File: src/rtl/alu_arbiter.sv
// alu_arbiter: shares one combinational ALU between the main datapath (port 0)
// and a helper sequencer (port 1). Requests use a valid/ready handshake with
// round-robin arbitration. One operation is in flight at a time. Each operation
// takes three cycles: accept in IDLE, the ALU settles in EXEC, and the response
// strobe fires in RESP.
module alu_arbiter #(
    parameter int W   = 8,
    parameter int OPW = 4,
    parameter int CFW = 3
) (
    input  logic           Clk,
    input  logic           Reset,
    input  logic           Req0Valid,
    input  logic           Req1Valid,
    input  logic [W-1:0]   Req0A,
    input  logic [W-1:0]   Req1A,
    input  logic [W-1:0]   Req0B,
    input  logic [W-1:0]   Req1B,
    input  logic [OPW-1:0] Req0OP,
    input  logic [OPW-1:0] Req1OP,
    input  logic [CFW-1:0] Req0CF,
    input  logic [CFW-1:0] Req1CF,
    output logic           Req0Ready,
    output logic           Req1Ready,
    output logic           Resp0Valid,
    output logic           Resp1Valid,
    output logic [W-1:0]   RespData,
    output logic           RespZero,
    output logic           RespNegative,
    output logic [W-1:0]   AluInputA,
    output logic [W-1:0]   AluInputB,
    output logic [OPW-1:0] AluOP,
    output logic [CFW-1:0] AluControlFlags,
    input  logic [W-1:0]   AluOut,
    input  logic           AluZero,
    input  logic           AluNegative
);

    typedef enum logic [1:0] {
        IDLE = 2'd0,
        EXEC = 2'd1,
        RESP = 2'd2
    } state_t;

    state_t         state_r;
    state_t         next_state_s;

    // One-hot grant for this cycle: bit 0 is port 0 and bit 1 is port 1.
    logic [1:0]     grant_s;
    logic           accept_s;
    logic           grant_port_s;

    logic           last_grant_r;
    logic           grant_id_r;

    logic [W-1:0]   sel_a_s;
    logic [W-1:0]   sel_b_s;
    logic [OPW-1:0] sel_op_s;
    logic [CFW-1:0] sel_cf_s;

    logic [W-1:0]   alu_a_r;
    logic [W-1:0]   alu_b_r;
    logic [OPW-1:0] alu_op_r;
    logic [CFW-1:0] alu_cf_r;

    logic [W-1:0]   resp_data_r;
    logic           resp_zero_r;
    logic           resp_neg_r;
    logic           resp0_valid_r;
    logic           resp1_valid_r;

    // Round-robin choice between the two ports. When only one port is valid,
    // that port wins. When both are valid, the port that did not win last
    // time wins.
    function automatic logic [1:0] arbitrate(input logic v0, input logic v1,
                                             input logic last);
        logic [1:0] g;
        g = 2'b00;
        if (v0 && v1) begin
            if (last) begin
                g = 2'b01;
            end else begin
                g = 2'b10;
            end
        end else if (v0) begin
            g = 2'b01;
        end else if (v1) begin
            g = 2'b10;
        end else begin
            g = 2'b00;
        end
        return g;
    endfunction

    // Next-state logic and the combinational grant. Ready is raised only in
    // IDLE and only while Reset is low.
    always_comb begin
        next_state_s = state_r;
        grant_s      = 2'b00;
        case (state_r)
            IDLE: begin
                if (Reset) begin
                    grant_s = 2'b00;
                end else begin
                    grant_s = arbitrate(Req0Valid, Req1Valid, last_grant_r);
                end
                if (grant_s != 2'b00) begin
                    next_state_s = EXEC;
                end else begin
                    next_state_s = IDLE;
                end
            end
            EXEC: begin
                next_state_s = RESP;
            end
            RESP: begin
                next_state_s = IDLE;
            end
            default: begin
                next_state_s = IDLE;
            end
        endcase
    end

    assign accept_s     = grant_s[0] | grant_s[1];
    assign grant_port_s = grant_s[1];
    assign Req0Ready    = grant_s[0];
    assign Req1Ready    = grant_s[1];

    // Select the payload of the granted port so it can be latched.
    always_comb begin
        sel_a_s  = Req0A;
        sel_b_s  = Req0B;
        sel_op_s = Req0OP;
        sel_cf_s = Req0CF;
        if (grant_port_s) begin
            sel_a_s  = Req1A;
            sel_b_s  = Req1B;
            sel_op_s = Req1OP;
            sel_cf_s = Req1CF;
        end else begin
            sel_a_s  = Req0A;
            sel_b_s  = Req0B;
            sel_op_s = Req0OP;
            sel_cf_s = Req0CF;
        end
    end

    // State register.
    always_ff @(posedge Clk) begin
        if (Reset) begin
            state_r <= IDLE;
        end else begin
            state_r <= next_state_s;
        end
    end

    // Grant bookkeeping. LastGrant resets to 1 so port 0 wins the first contention.
    always_ff @(posedge Clk) begin
        if (Reset) begin
            last_grant_r <= 1'b1;
            grant_id_r   <= 1'b0;
        end else if (accept_s) begin
            last_grant_r <= grant_port_s;
            grant_id_r   <= grant_port_s;
        end else begin
            last_grant_r <= last_grant_r;
            grant_id_r   <= grant_id_r;
        end
    end

    // ALU operand registers. They load on accept and otherwise hold, so the
    // ALU inputs stay stable after the operation completes.
    always_ff @(posedge Clk) begin
        if (Reset) begin
            alu_a_r  <= {W{1'b0}};
            alu_b_r  <= {W{1'b0}};
            alu_op_r <= {OPW{1'b0}};
            alu_cf_r <= {CFW{1'b0}};
        end else if (accept_s) begin
            alu_a_r  <= sel_a_s;
            alu_b_r  <= sel_b_s;
            alu_op_r <= sel_op_s;
            alu_cf_r <= sel_cf_s;
        end else begin
            alu_a_r  <= alu_a_r;
            alu_b_r  <= alu_b_r;
            alu_op_r <= alu_op_r;
            alu_cf_r <= alu_cf_r;
        end
    end

    // Capture the settled ALU result at the end of EXEC. It holds until the
    // next capture.
    always_ff @(posedge Clk) begin
        if (Reset) begin
            resp_data_r <= {W{1'b0}};
            resp_zero_r <= 1'b0;
            resp_neg_r  <= 1'b0;
        end else if (state_r == EXEC) begin
            resp_data_r <= AluOut;
            resp_zero_r <= AluZero;
            resp_neg_r  <= AluNegative;
        end else begin
            resp_data_r <= resp_data_r;
            resp_zero_r <= resp_zero_r;
            resp_neg_r  <= resp_neg_r;
        end
    end

    // One-cycle response strobe for the granted port. It is high during RESP.
    always_ff @(posedge Clk) begin
        if (Reset) begin
            resp0_valid_r <= 1'b0;
            resp1_valid_r <= 1'b0;
        end else if (state_r == EXEC) begin
            resp0_valid_r <= ~grant_id_r;
            resp1_valid_r <= grant_id_r;
        end else begin
            resp0_valid_r <= 1'b0;
            resp1_valid_r <= 1'b0;
        end
    end

    assign AluInputA       = alu_a_r;
    assign AluInputB       = alu_b_r;
    assign AluOP           = alu_op_r;
    assign AluControlFlags = alu_cf_r;
    assign RespData        = resp_data_r;
    assign RespZero        = resp_zero_r;
    assign RespNegative    = resp_neg_r;
    assign Resp0Valid      = resp0_valid_r;
    assign Resp1Valid      = resp1_valid_r;

endmodule

File: config.mk
export PLATFORM = sky130hd
export DESIGN_NAME = alu_arbiter
export DESIGN_NICKNAME = d
export VERILOG_FILES = /design/src/rtl/alu_arbiter.sv
export SDC_FILE = /design/constraint.sdc
export NUM_CORES = 1
export LEC_CHECK = 0
export CELL_PAD_IN_SITES_DETAIL_PLACEMENT = 1
export CELL_PAD_IN_SITES_GLOBAL_PLACEMENT = 2
export CORE_MARGIN = 2
export CORE_UTILIZATION = 24
export DETAILED_ROUTE_END_ITERATION = 8
export PLACE_DENSITY = 0.84
export SLEW_MARGIN = 20
export SYNTH_ARGS = -nofsm -noshare
export SYNTH_HDL_FRONTEND = slang
export SYNTH_SLANG_ARGS = --single-unit
File: constraint.sdc
create_clock -name Clk -period 2.5 [get_ports Clk]
set_input_delay 0.25 -clock Clk [delete_from_list [all_inputs] [get_ports Clk]]
set_output_delay 0.25 -clock Clk [all_outputs]
set_load 0.005 [all_outputs]
Yosys cells after proc, flatten, opt, wreduce, memory -nomap -nowiden --
Index checks and enable logic that the tools add are counted.
Storage, ports and cells: flip-flop bits (word level) 39, output and inout port bits 37
Cells by class: equality and inequality tests 1, multiplexer cells 13, bitwise gates (word level) 3, reduce and logical (&&, ||, !) cells 4
Operators by type and width (number):
- two-way mux 8 bit | 2
- two-way mux 2 bit | 7
- two-way mux 4 bit | 1
- case mux 2 bit (2 select lines) | 1
- two-way mux 3 bit | 1
- equality test 2 x 1 -> 1 bit (second input constant) | 1
- logical NOT 2 bit | 1
- NOT 1 bit | 2
- nonzero test 2 bit | 1
- OR reduction 2 bit | 1
- logical AND 1 bit | 1
- two-way mux 1 bit | 1
- OR 1 bit | 1

Longest topological paths before layout --
Gate-level depths: netlist of run 1.
word-level depth 8, mapped depth 6, depth with buffers taken out 3

Least setup slack after synthesis of run 1 --
Ideal clock, no wire load.
kind reg-to-reg, start register state_r[0], end register alu_a_r[0], in the netlist AluInputA[0], library setup time 147 ps, arrival time 1221 ps, data required time 2353 ps, setup slack 1133 ps, cell stages (with the launch flop) 6, buffers on the path 2, cells stage by stage dfxtp_1 -> or3_1 -> buf_2 -> buf_6 -> o21ai_2 -> a311oi_2
On the way: longest elaborated chain between the ends 3, elaborated cells on any way between the ends 4, classes of those cells mux (2); bitwise (1); reduce/logical (1)
Ends and longest elaborated chain:
- start: declaration | line 45 | state_t state_r;
- start signal: assignment | line 154 | state_r <= next_state_s;
- logical NOT 2 bit (*) | line 100 | case (state_r)
- two-way mux 2 bit (*) | line 100
- two-way mux 8 bit or OR 1 bit (tied branches) | line 136, 125
- end signal: assignment | line 176 | alu_a_r <= {W{1'b0}};
- end signal: assignment | line 181 | alu_a_r <= sel_a_s;
- end signal: assignment | line 186 | alu_a_r <= alu_a_r;
- end: declaration | line 61 | logic [W-1:0] alu_a_r;
Mark *: on every way between the ends. The rest lies on a longest branch, timed or not. A chain may end at the register's enable or synchronous reset.

Final worst setup path of run 1 --
start register state_r[0], end output Req1Ready
On the way: longest elaborated chain between the ends 2
Ends and longest elaborated chain:
- logical NOT 2 bit | line 100
- two-way mux 2 bit | line 100
- end: declaration | line 24 | output logic Req1Ready,
Every way passes these cells.

==> flow_metrics.env, run 1 <==
export IMPL_synth_area_per_cell_um2=9.42
export IMPL_finalHoldViolCount=0
export IMPL_powerDensity_nw_per_um2=559
export IMPL_synth_nets=267
export IMPL_netlist_area_um2=1950
export IMPL_crit_type="reg -> out"
export IMPL_cts_tree="built"
export IMPL_wl_um=6510
export IMPL_synthTopCellsByArea="dfxtp_1, a311oi_2, a21oi_1"
export IMPL_antenna_found_initial=0
export IMPL_synth_main_ff_cell="dfxtp_1"
export IMPL_ant_nets=0
export IMPL_syn2layout_area_growth_pct=55.5
export IMPL_maxCapViolCount=0
export IMPL_ys_types=31
export IMPL_grt_max_degree=47
export IMPL_synth_common_cells="dfxtp_1, a21oi_1, nand3_1"
export IMPL_grt_first_pass_wirelength_um=10400
export IMPL_power_mw=1.69
export IMPL_tightest_slew_ns=0.702
export IMPL_route_vias_total=1920
export IMPL_reg2reg_slack_ns=0.89
export IMPL_yosysMostFrequentCell="dfxtp_1"
export IMPL_synth_warnings=0
export IMPL_rsz0062_at_grt="no"
export IMPL_first_pass_iters=4
export IMPL_nets=353
export IMPL_hold_ws_ns=0.419
export IMPL_n_antenna_cell=0
export IMPL_io_buffers=96
export IMPL_globalRouteOverflowTotal=0
export IMPL_status="finished, final reports clean"
export IMPL_drt_iter0_markers=65
export IMPL_multi_input_area_um2=997
export IMPL_p_comb_share_pct=26.6
export IMPL_synth_top_cell_by_area="dfxtp_1"
export IMPL_die_y_um=94.1
export IMPL_crit_start="state_r[0]"
export IMPL_path_max_fanout=7
export IMPL_synth_top_area_share_pct=40.1
export IMPL_seqPwrFrac_pct=41.6
export IMPL_finalSetupViolations=0
export IMPL_min_period_over_period_pct=85.4
export IMPL_maxSlewViolCount=0
export IMPL_ff_latch_area_um2=781
export IMPL_yosysSeqAreaShare_pct=40.1
export IMPL_crit_path_end_kind="output port"
export IMPL_clkSinkCount=39
export IMPL_ys_ff_latch=39
export IMPL_clockRootBuffer="clkbuf_8"
export IMPL_via_per_inst=4.85
export IMPL_clkPwrFrac_pct=31.8
export IMPL_die_w_um=94.1
export IMPL_gp_congestion=0.758
export IMPL_clk_latency_ns=0.29
export IMPL_peakVddDrop_v=0.000189
export IMPL_endpoint="Req1Ready"
export IMPL_initial_utilization_pct=25.0
export IMPL_syn_inst=207
export IMPL_cts_resized=0
export IMPL_fin_crit_ns=2.14
export IMPL_p_int_mw=1.21
export IMPL_cts_setup_buffers=0
export IMPL_htreeDepth=2
export IMPL_cts_made_buffers=5
export IMPL_first_global_vias=2033
export IMPL_clock_path_buffers=2
export IMPL_required_ns=2.25
export IMPL_fmax_ghz=0.468
export IMPL_swShare_pct=28.3
export IMPL_reg2reg_to="AluInputB[4]"
export IMPL_leakagePower_nw=0.987
export IMPL_switching_power_mw=0.480
export IMPL_cts_hold_buf=0
export IMPL_grt_total_usage_pct=15.2
export IMPL_fin_skew_ns=0.00755
export IMPL_core_um2=7810
export IMPL_path_clk_slew_ns=0.08
export IMPL_ys_async_sr_fraction_pct=0
export IMPL_drive_above_1_share_pct=19.0
export IMPL_ios=97
export IMPL_r2r_cells=4
export IMPL_start_kind="flip-flop"
export IMPL_drc_errors=0
export IMPL_fill_cells=915
export IMPL_dp_hpwl_um=4380
export IMPL_cp_arrival_ns=1.89
export IMPL_hold_class="in -> reg"
export IMPL_finalSetupTns_ns=0
export IMPL_reg2reg_from="state_r[0]"
export IMPL_synth_edf_count=0
export IMPL_max_slew_margin_pct=53.1
export IMPL_design_die_area_um2=8860
export IMPL_wire_per_inst_um=16.4
export IMPL_rows=32
## metrics by stage
stage | setup slack (ns) | instances | utilization (%) | area, um^2
4_1_cts | 0.357 | 396 | 38.8 | 3030
2_1_floorplan | 1.13 | 207 | - | 1950
3_3_place_gp | 0.579 | 388 | 37.4 | 2920
6_report | 0.364 | 396 | 38.8 | 3030
3_5_place_dp | 0.504 | 388 | 37.4 | 2920
5_1_grt | 0.296 | 396 | 38.8 | 3030
## worst min-delay path by stage
stage,start,to,slack [ns],cells past startpoint
2_1_floorplan,AluOut[0],RespData[0],0.39,2
3_3_place_gp,RespData[0],RespData[0],0.44,2
3_5_place_dp,RespData[3],RespData[3],0.45,2
4_1_cts,Reset,RespData[3],0.42,3
5_1_grt,Reset,AluInputA[6],0.45,3
6_report,Reset,RespData[5],0.42,3
## registers in the layout, indices dropped and copies added, names as in the netlist
register         flops
Resp0Valid           1
AluControlFlags      3
RespData             8
state_r              2
AluInputA            8
grant_id_r           1
RespNegative         1
RespZero             1
last_grant_r         1
Resp1Valid           1
AluInputB            8
AluOP                4
## critical path: stages (launching register included)
cell	delay [ns]
dfxtp_1	0.39
or3_1	0.45
nor2_1	0.17
clkdlybuf4s50_1	0.58
## layout by cell type (no fill, tap or decap)
master            n
a211o_1           1
a21bo_2           1
a21boi_2          1
a21oi_1          33
a311oi_1          4
a311oi_2         19
a32oi_1           1
and2_1            1
and2_4            1
buf_2             1
buf_4             7
bufinv_16         1
clkbuf_8          5
clkdlybuf4s50_1  95
clkinv_2          1
clkinv_4          1
dfxtp_1          39
inv_1             1
nand2_1          21
nand2b_1          1
nand3_1          23
nor2_1            5
nor2b_1           1
nor3_1            1
nor3_4            1
nor4_1            1
o21ai_0           1
o21ai_1           6
o21ai_2          17
or2_1             1
or3_1             1
or3b_1            1
## power groups by stage
stage | clock network (mW) | logic (mW) | registers, mW
final | 0.538 | 0.451 | 0.705
after floorplan | 0 | 0.236 | 0.719
after detailed placement | 0 | 0.459 | 0.719
after global routing | 0.590 | 0.494 | 0.712
after CTS | 0.558 | 0.460 | 0.705
after global placement | 0 | 0.454 | 0.718
## cell families after synthesis
kind of cell           synth area share (%)
and+or+nand+nor                        14.5
AOI/OAI and AO/OA                      36.3
buffers and inverters                  9.11
DFF                                    40.1
## area by class of cell
type / count / area share, %
multi-input combinational: 143 / 32.9
sequential: 39 / 25.8
inverter: 1 / 0.124
timing repair buffer: 103 / 33.3
tap: 102 / 4.21
clock buffer: 5 / 2.27
clock inverter: 3 / 1.45
## layer usage
metal | vias up | wire length, um | global-route usage [%]
met5 | - | 0 | 0
met4 | 0 | 51 | 4.35
met3 | 4 | 272 | 3.05
met2 | 42 | 3250 | 26.3
met1 | 939 | 2930 | 19.0
li1 | 935 | - | -
Power figures use the tool's default switching activity.
==> run 2: changes to the inputs <==
--- a/config.mk
+++ b/config.mk
@@ -7,7 +7,7 @@
 export LEC_CHECK = 0
 export CELL_PAD_IN_SITES_DETAIL_PLACEMENT = 1
 export CELL_PAD_IN_SITES_GLOBAL_PLACEMENT = 2
-export CORE_MARGIN = 2
+export CORE_MARGIN = 5
 export CORE_UTILIZATION = 24
 export DETAILED_ROUTE_END_ITERATION = 8
 export PLACE_DENSITY = 0.84
==> run 2 against run 1 <==
Against the previous run:
- largest power group unchanged
- via count is 0.31% lower
- utilization is 0.16 points higher
- sequential cell count stayed put
- die area is 13% higher
- sequential power hardly changed
- clock skew is 0.0020 ns higher
- sequential share of layout area is 0.11 points lower
- critical endpoint unchanged
==> flow_metrics.env, run 2 (synthesis results as in run 1) <==
export IMPL_status="finished, final reports clean"
export IMPL_maxSlewViolCount=0
export IMPL_crit_type="reg -> out"
export IMPL_cts_resized=0
export IMPL_dp_worst_setup_slack_ns=0.574
export IMPL_power_mw=1.70
export IMPL_placed_area_um2=2930
export IMPL_critPathSlowestCell="clkdlybuf4s50_1"
export IMPL_antenna_found_initial=0
export IMPL_grt_first_pass_wirelength_um=10400
export IMPL_crit_path_end_kind="output port"
export IMPL_finalSetupTns_ns=0
export IMPL_wl_um=6610
export IMPL_finalHoldViolCount=0
export IMPL_die_y_um=100
export IMPL_layout_setup_ws_ns=0.414
export IMPL_rows=32
export IMPL_design_die_area_um2=10000
export IMPL_crit_buf_inv=1
export IMPL_n_antenna_cell=0
export IMPL_path_clk_slew_ns=0.08
export IMPL_path_delay_family="buffers and inverters"
export IMPL_multi_input_area_um2=997
export IMPL_cp_depth=3
export IMPL_start_kind="flip-flop"
export IMPL_rsz0062_at_grt="no"
export IMPL_via_per_inst=4.83
export IMPL_tightest_slew_ns=0.700
export IMPL_drive_above_1_share_pct=19.0
export IMPL_fmax_ghz=0.479
export IMPL_leakagePower_nw=0.991
export IMPL_fill_cells=892
export IMPL_maxCapViolCount=0
export IMPL_io_buffers=96
export IMPL_globalRouteOverflowTotal=0
export IMPL_layout_commonest_cell="clkdlybuf4s50_1"
export IMPL_wire_per_inst_um=16.7
export IMPL_peakVddDrop_v=0.000258
export IMPL_required_ns=2.25
export IMPL_cts_made_buffers=5
export IMPL_ant_nets=0
export IMPL_syn2layout_area_growth_pct=56.1
export IMPL_nets=353
export IMPL_hold_class="in -> reg"
export IMPL_clk_latency_ns=0.29
export IMPL_ios=97
export IMPL_cts_tree="built"
export IMPL_first_pass_iters=4
export IMPL_route_vias_total=1914
export IMPL_cpPeakStageDelay_ns=0.59
export IMPL_gp_congestion=0.752
export IMPL_r2r_cells=3
export IMPL_core_um2=7810
export IMPL_min_path_cells=4
export IMPL_clockRootBuffer="clkbuf_8"
export IMPL_drc_errors=0
export IMPL_dp_hpwl_um=4640
export IMPL_path_max_fanout=7
export IMPL_final_cell_mix="clkdlybuf4s50_1, dfxtp_1, a21oi_1, nand3_1, nand2_1"
export IMPL_cts_hold_buf=0
export IMPL_grt_max_degree=38
export IMPL_fin_skew_ns=0.00957
export IMPL_first_global_vias=2012
export IMPL_grt_total_usage_pct=13.0
export IMPL_cts_setup_buffers=0
export IMPL_cp_arrival_ns=1.84
export IMPL_clkSinkCount=39
export IMPL_crit_chain="or3_1, nor2_1, clkdlybuf4s50_1"
export IMPL_finalSetupViolations=0
export IMPL_stdcell_area_um2=3040
export IMPL_initial_utilization_pct=25.0
export IMPL_utilization_pct=39.0
export IMPL_die_w_um=100
export IMPL_ff_latch_area_um2=781
export IMPL_powerDensity_nw_per_um2=557
export IMPL_clock_path_buffers=2
export IMPL_drt_iter0_markers=39
export IMPL_max_slew_margin_pct=53.2
export IMPL_htreeDepth=2
export IMPL_fin_crit_ns=2.09
export IMPL_min_period_over_period_pct=83.4
-- run 2: cell counts in the layout (fill, tap and decap cells not counted) --
Identical to the previous run, type by type.
-- run 2: final timing paths --
kind | start | end | slack (ns)
setup / recovery | state_r[0] | Req1Ready | 0.41
hold / removal | Reset | AluControlFlags[1] | 0.43
setup reg to reg | state_r[0] | AluInputB[6] | 0.80
hold reg to reg | RespData[5] | RespData[5] | 0.45
-- run 2: layout make-up --
| cell class | instances | share of cell area (%) |
|---|---|---|
| Sequential cell | 39 | 25.7 |
| Clock inverter | 3 | 1.44 |
| Timing Repair Buffer | 103 | 33.6 |
| Multi-Input combinational cell | 143 | 32.8 |
| Tap cell | 102 | 4.19 |
| Inverter | 1 | 0.123 |
| Clock buffer | 5 | 2.26 |
-- run 2: where the power goes --
| part | total (mW) | internal, mW | switching (mW) |
|---|---|---|---|
| Clock | 0.535 | 0.298 | 0.237 |
| Sequential | 0.705 | 0.673 | 0.0325 |
| Combinational | 0.456 | 0.248 | 0.208 |
-- run 2: layer usage --
| layer | vias to the layer above | wire length, um | GRT usage [%] |
|---|---|---|---|
| met5 | - | 0 | 0 |
| met4 | 0 | 54 | 3.42 |
| met3 | 2 | 333 | 2.85 |
| met2 | 50 | 3290 | 22.4 |
| met1 | 922 | 2940 | 16.3 |
| li1 | 940 | - | - |
-- run 2: metrics by stage --
stage,hold WS (ns),cells
final,0.432,396
after global placement,0.444,388
after detailed placement,0.448,388
after CTS,0.418,396
after floorplan,0.386,207
after global routing,0.452,396
-- run 2: worst min-delay path: stages --
cell      delay [ns]
buf_2           0.14
nor3_4          0.10
nand3_1         0.09
a311oi_1        0.08
==> run 3: changes to the inputs <==
--- a/config.mk
+++ b/config.mk
@@ -8,9 +8,9 @@
 export CELL_PAD_IN_SITES_DETAIL_PLACEMENT = 1
 export CELL_PAD_IN_SITES_GLOBAL_PLACEMENT = 2
 export CORE_MARGIN = 5
-export CORE_UTILIZATION = 24
+export CORE_UTILIZATION = 22
 export DETAILED_ROUTE_END_ITERATION = 8
-export PLACE_DENSITY = 0.84
+export PLACE_DENSITY = 0.78
 export SLEW_MARGIN = 20
 export SYNTH_ARGS = -nofsm -noshare
 export SYNTH_HDL_FRONTEND = slang
==> constraint.sdc (replaced) <==
create_clock -name Clk -period 2.2 [get_ports Clk]
set_input_delay 0.22 -clock Clk [delete_from_list [all_inputs] [get_ports Clk]]
set_output_delay 0.22 -clock Clk [all_outputs]
set_load 0.005 [all_outputs]
==> run 3 against run 2 <==
Against the previous run:
- count of clock-buffer cells in the layout rose by 1
- clock power rose by 18%
- die area rose by 8.2%
- critical path depth did not move
- sequential share of layout area fell by 0.25 points
- global-route usage fell by 0.44 points
- total power rose by 15%
- sequential power rose by 14%
==> flow_metrics.env, run 3 (synthesis results as in run 1) <==
export IMPL_status="finished, final reports clean"
export IMPL_wl_um=6630
export IMPL_clock_path_buffers=2
export IMPL_path_clk_slew_ns=0.08
export IMPL_wl_met3_um=413
export IMPL_clockRootBuffer="clkbuf_8"
export IMPL_hold_class="reg -> reg"
export IMPL_p_comb_share_pct=26.7
export IMPL_route_met2_wl_um=3100
export IMPL_power_mw=1.96
export IMPL_die_y_um=104
export IMPL_cpPeakStageDelay_ns=0.52
export IMPL_drc_errors=0
export IMPL_dp_hpwl_um=4690
export IMPL_finalSetupTns_ns=0
export IMPL_gp_congestion=0.671
export IMPL_crit_path_end_kind="output port"
export IMPL_crit_type="reg -> out"
export IMPL_cts_made_buffers=5
export IMPL_maxCapViolCount=0
export IMPL_switching_power_mw=0.541
export IMPL_grt_first_pass_wirelength_um=11200
export IMPL_tightest_slew_ns=0.675
export IMPL_clkPwrFrac_pct=32.3
export IMPL_clk_latency_ns=0.29
export IMPL_layout_commonest_cell="clkdlybuf4s50_1"
export IMPL_grt_max_degree=38
export IMPL_ant_nets=0
export IMPL_drt_iter0_markers=76
export IMPL_final_cell_mix="clkdlybuf4s50_1, dfxtp_1, a21oi_1, nand3_1, nand2_1"
export IMPL_cts_tree="built"
export IMPL_required_ns=1.98
export IMPL_fin_crit_ns=2.05
export IMPL_path_max_fanout=7
export IMPL_swShare_pct=27.6
export IMPL_leakagePower_nw=1.01
export IMPL_ios=97
export IMPL_cts_setup_buffers=0
export IMPL_met1Wirelength_um=3030
export IMPL_crit_buf_inv=1
export IMPL_rows=34
export IMPL_reg2reg_slack_ns=0.62
export IMPL_powerDensity_nw_per_um2=637
export IMPL_finalHoldViolCount=0
export IMPL_cts_hold_buf=0
export IMPL_design_die_area_um2=10800
export IMPL_finalSetupViolations=0
export IMPL_stdcell_area_um2=3070
export IMPL_path_delay_family="simple AND/OR/NAND/NOR gates"
export IMPL_fin_skew_ns=0.00497
export IMPL_peakVddDrop_v=0.000252
export IMPL_crit_chain="or3_1, nor2_1, clkdlybuf4s50_1"
export IMPL_maxSlewViolCount=0
export IMPL_max_slew_margin_pct=54.9
export IMPL_critPathSlowestCell="clkdlybuf4s50_1"
export IMPL_syn2layout_area_growth_pct=57.6
export IMPL_die_w_um=104
export IMPL_seqPwrFrac_pct=41.0
export IMPL_p_int_mw=1.42
export IMPL_fmax_ghz=0.488
export IMPL_route_vias_total=1906
export IMPL_nets=357
export IMPL_cts_resized=0
export IMPL_core_um2=8680
export IMPL_rsz0062_at_grt="no"
export IMPL_first_global_vias=2083
export IMPL_antenna_found_initial=0
export IMPL_via_per_inst=4.69
export IMPL_clkSinkCount=39
export IMPL_globalRouteOverflowTotal=0
export IMPL_n_antenna_cell=0
export IMPL_htreeDepth=2
export IMPL_initial_utilization_pct=22.5
export IMPL_cp_arrival_ns=1.83
export IMPL_first_pass_iters=4
export IMPL_placed_area_um2=2960
export IMPL_io_buffers=96
export IMPL_min_period_over_period_pct=93.2
export IMPL_start_kind="flip-flop"
export IMPL_routed_top_layer="met4"
export IMPL_wire_per_inst_um=16.3
export IMPL_drive_above_1_share_pct=20.1
export IMPL_utilization_pct=35.4
export IMPL_grt_total_usage_pct=12.5
==> run 3: worst paths after layout <==
path / startpoint / endpoint / depth (start not counted)
min reg2reg: RespData[1] / RespData[1] / 2
max reg2reg: state_r[0] / AluInputB[2] / 4
min: RespData[1] / RespData[1] / 2
max: state_r[0] / Req0Ready / 3
==> run 3: cell type report <==
| cell class | count | area, um^2 |
|---|---|---|
| well taps | 108 | 135 |
| multi-input cells | 143 | 997 |
| repair buffers | 107 | 1040 |
| fillers | 1015 | 5610 |
| flip-flops and latches | 39 | 781 |
| inverters | 1 | 3.75 |
| clock inverters | 2 | 35.0 |
| clock buffers | 6 | 82.6 |
==> run 3: worst register-to-register path: cells and delay by family, from the launching register on <==
family | cells | cell delay [ns]
AND/OR/NAND/NOR | 2 | 0.65
buffers and inverters | 1 | 0.23
AO/OA/AOI/OAI | 1 | 0.18
flip-flops | 1 | 0.38
==> run 3: layer usage <==
metal,GRT usage (%),up-vias
li1,-,945
met2,19.4,72
met4,3.89,0
met3,4.16,8
met5,0,-
met1,16.5,881
==> run 3: stage by stage <==
stage          setup slack (ns)  std cells  hold WS [ns]
6_report                  0.149        406         0.461
5_1_grt                  0.0724        406         0.476
4_1_cts                   0.116        406         0.460
3_5_place_dp              0.355        398         0.448
3_3_place_gp              0.347        398         0.442
2_1_floorplan             0.833        207         0.356
==> run 3: power groups by stage <==
| stage | clock network (mW) | logic (mW) | registers, mW |
|---|---|---|---|
| after detailed placement | 0 | 0.533 | 0.819 |
| after global placement | 0 | 0.529 | 0.817 |
| final | 0.633 | 0.524 | 0.802 |
| after CTS | 0.663 | 0.535 | 0.803 |
| after global routing | 0.694 | 0.572 | 0.810 |
| after floorplan | 0 | 0.268 | 0.817 |
